<file path="config.mk">
export PLATFORM = sky130hd
export DESIGN_NAME = alu_unit
export DESIGN_NICKNAME = d
export VERILOG_FILES = /design/src/rtl/alu_unit.sv
export SDC_FILE = /design/constraint.sdc
export NUM_CORES = 1
export LEC_CHECK = 0
export BUFFER_PORTS_ARGS = -buffer_cell sky130_fd_sc_hd__clkbuf_2
export CAP_MARGIN = 20
export CORE_MARGIN = 2
export CORE_UTILIZATION = 46
export DETAILED_ROUTE_END_ITERATION = 10
export HOLD_SLACK_MARGIN = 0.05
export RECOVER_POWER = 25
export SLEW_MARGIN = 20
export SYNTH_ARGS = -nofsm -noshare
export SYNTH_HDL_FRONTEND = slang
export SYNTH_SLANG_ARGS = --single-unit
</file>
<file path="constraint.sdc">
create_clock -name clk -period 3.4 [get_ports clk]
set_clock_uncertainty 0.15 [all_clocks]
set_input_delay 1.02 -clock clk [delete_from_list [all_inputs] [get_ports clk]]
set_output_delay 1.02 -clock clk [all_outputs]
set_load 0.02 [all_outputs]
</file>
<file path="src/rtl/alu_unit.sv">
// alu_unit: integer execute stage driving the registered ALU result bus.
// Define ALU_MUL_EN to add the iterative MUL/MULHU unit with busy backpressure.
module alu_unit #(
  parameter int ROB_W = 5,
  parameter int XLEN  = 32
) (
  input  logic             clk,
  input  logic             rst,
  input  logic             rdy,
  input  logic             wrong_commit,
  input  logic [6:0]       alu_op,
  input  logic [XLEN-1:0]  Vi_alu,
  input  logic [XLEN-1:0]  Vj_alu,
  input  logic [XLEN-1:0]  imm_alu,
  input  logic [XLEN-1:0]  pc_alu,
  input  logic [ROB_W-1:0] rob_id_in,
  output logic             alu_valid,
  output logic [XLEN-1:0]  alu_res,
  output logic [ROB_W-1:0] alu_rob_id,
  output logic             alu_jump,
  output logic [XLEN-1:0]  alu_target,
  output logic             alu_busy
);

  localparam logic [6:0] OP_LUI   = 7'd1;
  localparam logic [6:0] OP_AUIPC = 7'd2;
  localparam logic [6:0] OP_JAL   = 7'd3;
  localparam logic [6:0] OP_JALR  = 7'd4;
  localparam logic [6:0] OP_BEQ   = 7'd5;
  localparam logic [6:0] OP_BNE   = 7'd6;
  localparam logic [6:0] OP_BLT   = 7'd7;
  localparam logic [6:0] OP_BGE   = 7'd8;
  localparam logic [6:0] OP_BLTU  = 7'd9;
  localparam logic [6:0] OP_BGEU  = 7'd10;
  localparam logic [6:0] OP_ADD   = 7'd11;
  localparam logic [6:0] OP_SUB   = 7'd12;
  localparam logic [6:0] OP_AND   = 7'd13;
  localparam logic [6:0] OP_OR    = 7'd14;
  localparam logic [6:0] OP_XOR   = 7'd15;
  localparam logic [6:0] OP_SLL   = 7'd16;
  localparam logic [6:0] OP_SRL   = 7'd17;
  localparam logic [6:0] OP_SRA   = 7'd18;
  localparam logic [6:0] OP_SLT   = 7'd19;
  localparam logic [6:0] OP_SLTU  = 7'd20;
  localparam logic [6:0] OP_ADDI  = 7'd21;
  localparam logic [6:0] OP_ANDI  = 7'd22;
  localparam logic [6:0] OP_ORI   = 7'd23;
  localparam logic [6:0] OP_XORI  = 7'd24;
  localparam logic [6:0] OP_SLLI  = 7'd25;
  localparam logic [6:0] OP_SRLI  = 7'd26;
  localparam logic [6:0] OP_SRAI  = 7'd27;
  localparam logic [6:0] OP_SLTI  = 7'd28;
  localparam logic [6:0] OP_SLTIU = 7'd29;
  localparam logic [6:0] OP_MUL   = 7'd30;
  localparam logic [6:0] OP_MULHU = 7'd31;

  localparam logic [XLEN-1:0] ONE  = XLEN'(1);
  localparam logic [XLEN-1:0] FOUR = XLEN'(4);

  logic [XLEN-1:0] ex_res;
  logic [XLEN-1:0] ex_tgt;
  logic            ex_jump;
  logic [XLEN-1:0] pc4;
  logic [XLEN-1:0] br_tgt;
  logic            is_br;
  logic            taken;
  logic [4:0]      shj;
  logic [4:0]      shi;

  assign shj = Vj_alu[4:0];
  assign shi = imm_alu[4:0];

  always_comb begin : exec
    ex_res  = '0;
    ex_tgt  = '0;
    ex_jump = 1'b0;
    is_br   = 1'b0;
    taken   = 1'b0;
    pc4     = pc_alu + FOUR;
    br_tgt  = pc_alu + imm_alu;
    case (alu_op)
      OP_LUI:   ex_res = imm_alu;
      OP_AUIPC: ex_res = br_tgt;
      OP_JAL: begin
        ex_res  = pc4;
        ex_jump = 1'b1;
        ex_tgt  = br_tgt;
      end
      OP_JALR: begin
        ex_res  = pc4;
        ex_jump = 1'b1;
        ex_tgt  = (Vi_alu + imm_alu) & ~ONE;
      end
      OP_BEQ: begin
        is_br = 1'b1;
        taken = Vi_alu == Vj_alu;
      end
      OP_BNE: begin
        is_br = 1'b1;
        taken = Vi_alu != Vj_alu;
      end
      OP_BLT: begin
        is_br = 1'b1;
        taken = $signed(Vi_alu) < $signed(Vj_alu);
      end
      OP_BGE: begin
        is_br = 1'b1;
        taken = $signed(Vi_alu) >= $signed(Vj_alu);
      end
      OP_BLTU: begin
        is_br = 1'b1;
        taken = Vi_alu < Vj_alu;
      end
      OP_BGEU: begin
        is_br = 1'b1;
        taken = Vi_alu >= Vj_alu;
      end
      OP_ADD:   ex_res = Vi_alu + Vj_alu;
      OP_SUB:   ex_res = Vi_alu - Vj_alu;
      OP_AND:   ex_res = Vi_alu & Vj_alu;
      OP_OR:    ex_res = Vi_alu | Vj_alu;
      OP_XOR:   ex_res = Vi_alu ^ Vj_alu;
      OP_SLL:   ex_res = Vi_alu << shj;
      OP_SRL:   ex_res = Vi_alu >> shj;
      OP_SRA:   ex_res = $signed(Vi_alu) >>> shj;
      OP_SLT:
        ex_res = {{(XLEN-1){1'b0}},
                  $signed(Vi_alu) < $signed(Vj_alu)};
      OP_SLTU:
        ex_res = {{(XLEN-1){1'b0}}, Vi_alu < Vj_alu};
      OP_ADDI:  ex_res = Vi_alu + imm_alu;
      OP_ANDI:  ex_res = Vi_alu & imm_alu;
      OP_ORI:   ex_res = Vi_alu | imm_alu;
      OP_XORI:  ex_res = Vi_alu ^ imm_alu;
      OP_SLLI:  ex_res = Vi_alu << shi;
      OP_SRLI:  ex_res = Vi_alu >> shi;
      OP_SRAI:  ex_res = $signed(Vi_alu) >>> shi;
      OP_SLTI:
        ex_res = {{(XLEN-1){1'b0}},
                  $signed(Vi_alu) < $signed(imm_alu)};
      OP_SLTIU:
        ex_res = {{(XLEN-1){1'b0}}, Vi_alu < imm_alu};
      default:  ex_res = '0;
    endcase
    if (is_br) begin
      ex_res  = {{(XLEN-1){1'b0}}, taken};
      ex_jump = taken;
      ex_tgt  = taken ? br_tgt : pc4;
    end
  end

`ifdef ALU_MUL_EN
  typedef enum logic [1:0] {
    S_IDLE,
    S_MUL,
    S_DONE
  } state_t;

  state_t            state_q, state_d;
  logic [2*XLEN-1:0] acc_q, acc_d;
  logic [2*XLEN-1:0] mcand_q, mcand_d;
  logic [XLEN-1:0]   mplier_q, mplier_d;
  logic [4:0]        cnt_q, cnt_d;
  logic              hi_q, hi_d;
  logic [ROB_W-1:0]  mrob_q, mrob_d;
  logic              busy_q, busy_d;
  logic              is_mul;

  assign is_mul   = (alu_op == OP_MUL) || (alu_op == OP_MULHU);
  assign alu_busy = busy_q;

  always_comb begin : mul_next
    state_d  = state_q;
    acc_d    = acc_q;
    mcand_d  = mcand_q;
    mplier_d = mplier_q;
    cnt_d    = cnt_q;
    hi_d     = hi_q;
    mrob_d   = mrob_q;
    busy_d   = busy_q;
    if (wrong_commit) begin
      state_d = S_IDLE;
      busy_d  = 1'b0;
    end else if (rdy) begin
      // busy lags the FSM by one edge and drops as the result is driven
      busy_d = (state_q == S_MUL);
      case (state_q)
        S_IDLE: begin
          if (is_mul) begin
            state_d  = S_MUL;
            acc_d    = '0;
            mcand_d  = {{XLEN{1'b0}}, Vi_alu};
            mplier_d = Vj_alu;
            cnt_d    = '0;
            hi_d     = (alu_op == OP_MULHU);
            mrob_d   = rob_id_in;
          end
        end
        S_MUL: begin
          if (mplier_q[0]) acc_d = acc_q + mcand_q;
          mcand_d  = mcand_q << 1;
          mplier_d = mplier_q >> 1;
          cnt_d    = cnt_q + 5'd1;
          if (cnt_q == 5'd31) state_d = S_DONE;
        end
        S_DONE:  state_d = S_IDLE;
        default: state_d = S_IDLE;
      endcase
    end
  end

  always_ff @(posedge clk or posedge rst) begin
    if (rst) begin
      state_q  <= S_IDLE;
      acc_q    <= '0;
      mcand_q  <= '0;
      mplier_q <= '0;
      cnt_q    <= '0;
      hi_q     <= 1'b0;
      mrob_q   <= '0;
      busy_q   <= 1'b0;
    end else begin
      state_q  <= state_d;
      acc_q    <= acc_d;
      mcand_q  <= mcand_d;
      mplier_q <= mplier_d;
      cnt_q    <= cnt_d;
      hi_q     <= hi_d;
      mrob_q   <= mrob_d;
      busy_q   <= busy_d;
    end
  end

  a_no_issue_busy: assert property (
    @(posedge clk) disable iff (rst)
    !(rdy && !wrong_commit &&
      state_q != S_IDLE && alu_op != '0))
    else $error("alu_unit: op dropped, multiplier busy");
`else
  assign alu_busy = 1'b0;
`endif

  logic             valid_q, valid_d;
  logic [XLEN-1:0]  res_q, res_d;
  logic [ROB_W-1:0] rob_q, rob_d;
  logic             jump_q, jump_d;
  logic [XLEN-1:0]  tgt_q, tgt_d;

  always_comb begin : out_next
    valid_d = valid_q;
    res_d   = res_q;
    rob_d   = rob_q;
    jump_d  = jump_q;
    tgt_d   = tgt_q;
    if (wrong_commit) begin
      valid_d = 1'b0;
      res_d   = '0;
      rob_d   = '0;
      jump_d  = 1'b0;
      tgt_d   = '0;
    end else if (rdy) begin
      valid_d = 1'b0;
      res_d   = '0;
      rob_d   = '0;
      jump_d  = 1'b0;
      tgt_d   = '0;
`ifdef ALU_MUL_EN
      if (state_q == S_DONE) begin
        valid_d = 1'b1;
        res_d   = hi_q ? acc_q[2*XLEN-1:XLEN]
                       : acc_q[XLEN-1:0];
        rob_d   = mrob_q;
      end else if (state_q == S_IDLE &&
                   alu_op != '0 && !is_mul) begin
        valid_d = 1'b1;
        res_d   = ex_res;
        rob_d   = rob_id_in;
        jump_d  = ex_jump;
        tgt_d   = ex_tgt;
      end
`else
      if (alu_op != '0) begin
        valid_d = 1'b1;
        res_d   = ex_res;
        rob_d   = rob_id_in;
        jump_d  = ex_jump;
        tgt_d   = ex_tgt;
      end
`endif
    end
  end

  always_ff @(posedge clk or posedge rst) begin
    if (rst) begin
      valid_q <= 1'b0;
      res_q   <= '0;
      rob_q   <= '0;
      jump_q  <= 1'b0;
      tgt_q   <= '0;
    end else begin
      valid_q <= valid_d;
      res_q   <= res_d;
      rob_q   <= rob_d;
      jump_q  <= jump_d;
      tgt_q   <= tgt_d;
    end
  end

  assign alu_valid  = valid_q;
  assign alu_res    = res_q;
  assign alu_rob_id = rob_q;
  assign alu_jump   = jump_q;
  assign alu_target = tgt_q;

endmodule

</file>
==> results of run 1 <==
-- kinds of logic after synthesis --
family | share of synthesized area, %
simple gates | 21.7
flops | 8.29
fa+ha+maj | 9.60
mux | 12.0
compound gates | 35.0
buf+inv | 7.64
other cells | 0.0175
xor+xnor | 5.68
-- layer usage --
layer | GRT overflow | global-route usage (%)
met3 | 0 | 44.1
met4 | 5 | 64.0
met5 | 0 | 13.2
met2 | 4 | 86.7
met1 | 0 | 68.1
-- Yosys cell counts (all sizes together) (17+ instances only) --
cell type | number | area, um2
ha | 158 | 1980
xor2 | 53 | 464
nor3 | 78 | 410
nor4 | 20 | 131
a32oi | 19 | 166
o31ai | 20 | 150
mux2 | 28 | 315
nand2 | 311 | 1180
inv | 147 | 552
a211o | 19 | 166
o21ai | 171 | 871
nor2 | 275 | 1040
mux2i | 171 | 1720
mux4 | 24 | 541
xnor2 | 86 | 753
a22oi | 23 | 178
a22o | 29 | 254
a311oi | 27 | 249
a31oi | 31 | 194
nand3 | 100 | 505
a221oi | 48 | 433
o21bai | 18 | 135
nand2b | 44 | 275
a21o | 55 | 413
and3 | 22 | 138
nor2b | 22 | 138
a221o | 19 | 190
clkbuf | 172 | 646
o211ai | 30 | 225
o22ai | 27 | 169
buf | 77 | 439
a21oi | 330 | 1670
a211oi | 53 | 398
o221ai | 34 | 298
a222oi | 17 | 170
nand4 | 38 | 238
dfrtp | 71 | 1780
-- through the flow --
stage	cells	utilization [%]	cell area [um2]
after floorplan	3079	-	22300
after CTS	4938	77.3	35700
after detailed placement	4850	70.0	32400
after global placement	4850	70.0	32400
-- what timing repair did --
| action | CTS |
|---|---|
| endpoints found under the hold margin | 0 |
| gates resized for setup | 477 |
| setup endpoints to repair | 65 |
| buffers inserted | 76 |
| pin swaps | 136 |
| gates cloned | 6 |
==> impl_results.md, run 1 <==
* Status: aborted with a tool error
* Stage reached: global routing (5_1_grt)
* Err: [ERROR GRT-0116] Global routing finished with congestion. Check the congestion regions in the DRC Viewer.
* Die Wd at 220 um
* Overflow after GRT at 9
* Dpl hpwl at 118000 um
* #FFs+latches synth at 71
* Post-synth top flop: dfrtp_1
* Synth Cell Area at 21400 um2
* Mapped Nets at 3385
* DP Worst Slack at -1.11 ns
* Netlist cell types at 103
* Number of flops mapped to enable cells by yosys at 0
* Port Buffers at 214
* CTS H-tree depth at 3
* Async set or reset register ratio after synthesis at 100%
* Die Y at 220 um
* Max Buffers Root-to-Sink at 2
* GP Congestion at 1.29
* CTS Hold Bufs at 0
* Cells after synthesis at 3079
* Initial Util at 46.3%
* Root buffer cell: clkbuf_16
* Pin count of the biggest net entering global routing at 34
* Global-route wire length before repair at 233000 um
* # IOs at 216
* Clock sink total at 71
* Synthesis warning total at 0
* Overall routing resource usage at 66.1%
* Vias in the first global route at 35300
* Inserted Clock Buffers at 9
* Seq/Total Area, Yosys at 8.29%
* Syn_area_per_cell at 6.96 um2
* # rows at 79
==> run 2, diff against run 1 <==
--- a/config.mk
+++ b/config.mk
@@ -8,9 +8,9 @@
 export BUFFER_PORTS_ARGS = -buffer_cell sky130_fd_sc_hd__clkbuf_2
 export CAP_MARGIN = 20
 export CORE_MARGIN = 2
-export CORE_UTILIZATION = 46
+export CORE_UTILIZATION = 31
 export DETAILED_ROUTE_END_ITERATION = 10
-export HOLD_SLACK_MARGIN = 0.05
+export PLACE_DENSITY_LB_ADDON = 0.15
 export RECOVER_POWER = 25
 export SLEW_MARGIN = 20
 export SYNTH_ARGS = -nofsm -noshare
==> impl_results.md, run 2 <==
* Worst setup path startpoint: Vi_alu[0]
* Least-Margin Pin Slew at 1.92 ns
* Worst-path clk slew at 0.07 ns
* Vias at 34400
* Slew margin rel. at -28.7%
* Overall routing resource usage at 48.7%
* Flop pwr share at 10.0%
* Avg WL per Cell at 33.0 um
* Seq/Total Area, Yosys at 8.29%
* Cells after synthesis at 3079
* Max Buffers Root-to-Sink at 2
* Die area at 71300 um2
* Dpl hpwl at 144000 um
* Slowest cell on the critical path: fa_2
* Post-synth top cells: 326 x a21oi_1, 308 x nand2_1, 273 x nor2_1
* Max Cap Violations at 1
* Starting DRT DRC Count at 4438
* Met2 WL at 75200 um
* GP Congestion at 1.17
* Critical Path End Type: flop
* Synthesis warning total at 0
* Internal power at 4540 uW
* Die Y at 267 um
* Inserted Clock Buffers at 9
* RSZ-0062 raised after global routing: yes
* Initial Util at 31.3%
* Synth Cell Area at 21400 um2
* Leakage at 0.0183 uW
* FF/Latch Area at 1780 um2
* CTS H-tree depth at 3
* Layout area overhead at 89.3%
* Global-route wire length before repair at 246000 um
* Overall Power at 8760 uW
* CP cell instances: clkbuf_16 > buf_12 > ha_4 > fa_2 > nor2b_4 > o211ai_1 > buf_4 > a21oi_4 > a221oi_4 > buf_6 > nor2_4 > a31oi_4 > buf_4 > o21ai_2 > xnor2_2 > a211o_1 > a22o_1
* Pin count of the biggest net entering global routing at 38
* Vias/cell at 6.32
* Overflow after GRT at 0
* Crit Path Class: primary input to flop
* Combinational share of power at 76.6%
* CTS Hold Bufs at 0
* Worst Slack Setup Final at -0.687 ns
* Setup-failing EPs final at 65
* Area of the multi-input gates at 22600 um2
* Reg-to-Reg Start: alu_res[17]$_DFFE_PP0P_
* Port Buffers at 214
* Hold wc startpoint: alu_valid$_DFFE_PP0P_
* Max Fclk at 245 MHz
* Sw frac at 48.2%
* Cell count along the critical path at 17
* Count leader, synth: a21oi_1
* Failing checks: capacitance limit, slew limit, setup timing
* Clk pwr share at 13.4%
* Yosys top cell area share at 9.22%
* CP top delay family: compound AO/OA/AOI/OAI gates
* Initial antenna violation count at 10
* Most frequent CP cell: buf_4
* Antenna Nets Post-Route at 0
* Nets at 4853
* Area contributors post-synth: ha_1 9.2%, dfrtp_1 8.3%, mux2i_1 7.9%
* Vias in the first global route at 33500
* WL met1 at 65800 um
* Switch Pwr at 4220 uW
* FF-to-FF setup slack at 0.88 ns
* Worst skew pair latency at 0.41 ns
* Number of flops mapped to enable cells by yosys at 0
* Final WL at 179000 um
* Die Wd at 267 um
* Top Layer Used: met5
* #FFs+latches synth at 71
* Period minus WS final at 4.09 ns
* Most common cell after layout, fill and taps aside: buf_4
* Mapped Nets at 3385
* Async set or reset register ratio after synthesis at 100%
* Netlist cell types at 103
* Tightest Hold Check Type: flop to flop
* Filler cell count at 6256
* Routed wl met3 at 19200 um
* Critical path data arrival time at 4.22 ns
* Final hold vios at 0
* Max Fanout on Critical Path at 5
* Worst reg2reg path endpoint: alu_res[17]$_DFFE_PP0P_
* CP startpoint kind: primary input
* Router iterations before antenna repair at 9
* FF-to-FF path depth at 10
* Worst path bufs/invs at 5
* Setup TNS at -29.78 ns
* # rows at 96
* CP peak stage delay at 0.47 ns
* Area leader, netlist: ha_1
* Commonest non-fill, non-tap cells in the layout: 1281 x buf_4, 280 x nand2_1, 254 x a21oi_1
* Syn_area_per_cell at 6.96 um2
* Maximum vdd drop at 0.000317 V
* TritonCTS clock tree: yes
* CORE AREA at 68500 um2
* Worst EP required at 3.53 ns
* Root buffer cell: clkbuf_16
* Post-synth top flop: dfrtp_1
* Fin. max-slew vios at 35
* Layout cells sized above 1 at 52.9%
* Status: complete, but fails checks
* # IOs at 216
* Worst Setup EP: alu_target[26]$_DFFE_PP0P_
* Clock sink total at 71
* Fin crit share at 120%
* P per Cell Area at 216 nW/um2
* Residual DRC at 0
-- run 2: cell families (layout without fill, tap and decap cells) --
group                    count (synthesis)  count (layout)  share of synthesized area (%)
buffers and inverters                  396            1868                           7.64
other                                    1               8                         0.0175
AO/OA/AOI/OAI                         1099            1099                           35.0
multiplexers                           223             223                           12.0
adder cells (fa/ha/maj)                162             162                           9.60
XOR/XNOR                               139             139                           5.68
AND/OR/NAND/NOR                        988             989                           21.7
flip-flops                              71              71                           8.29
-- run 2: worst min-delay path, delay by kind of cell (launching register included) --
family        cells  cell delay, ns
flops             1            0.34
simple gates      2            0.11
-- run 2: power groups by stage --
stage	combinational, uW	clock, uW	sequential, uW
after floorplan	2270	0	900
after global placement	5290	0	890
after detailed placement	5320	0	890
after CTS	6130	1180	874
after global routing	6900	1200	875
final	6710	1180	875
-- run 2: what timing repair did --
| item | in CTS | in global routing |
|---|---|---|
| cloned | 11 | 2 |
| resized for setup | 689 | 268 |
| buffers inserted | 140 | 61 |
| endpoints found under the setup margin | 65 | 65 |
| pin swaps | 229 | 163 |
-- run 2: worst min-delay path by stage --
stage                                      to  slack (ns)  depth (start not counted)
floorplan           alu_target[1]$_DFFE_PP0P_        0.44                          2
global placement        alu_valid$_DFFE_PP0P_        0.31                          2
detailed placement      alu_valid$_DFFE_PP0P_        0.32                          2
CTS                     alu_valid$_DFFE_PP0P_        0.34                          2
global route            alu_valid$_DFFE_PP0P_        0.36                          2
finish                  alu_valid$_DFFE_PP0P_        0.33                          2
-- run 2: cell type report --
cell class / instances / share of cell area (%)
Tap cell: 882 / 2.72
Sequential cell: 71 / 4.38
Clock buffer: 9 / 0.555
Clock inverter: 7 / 0.253
Inverter: 147 / 1.39
Multi-Input combinational cell: 2613 / 55.8
Antenna cell: 7 / 0.0432
Timing Repair Buffer: 1705 / 34.9
-- run 2: metal layers --
layer | global-route usage (%) | up-vias
li1 | - | 14600
met4 | 41.3 | 6
met1 | 56.7 | 16700
met3 | 14.8 | 767
met5 | 0 | -
met2 | 72.8 | 2354
-- run 2: through the flow --
step / util [%] / cell area (um2) / instances / hold WS [ns] / setup slack, ns
2_1_floorplan: - / 22300 / 3079 / 0.440 / -0.383
5_1_grt: 59.3 / 40600 / 5436 / 0.362 / -0.904
4_1_cts: 56.9 / 39000 / 5397 / 0.335 / -0.509
6_report: 59.3 / 40600 / 5441 / 0.333 / -0.687
3_3_place_gp: 49.4 / 33900 / 5243 / 0.311 / -1.92
3_5_place_dp: 49.5 / 33900 / 5244 / 0.319 / -1.55
Note: power is estimated with default switching activity, not from simulation.
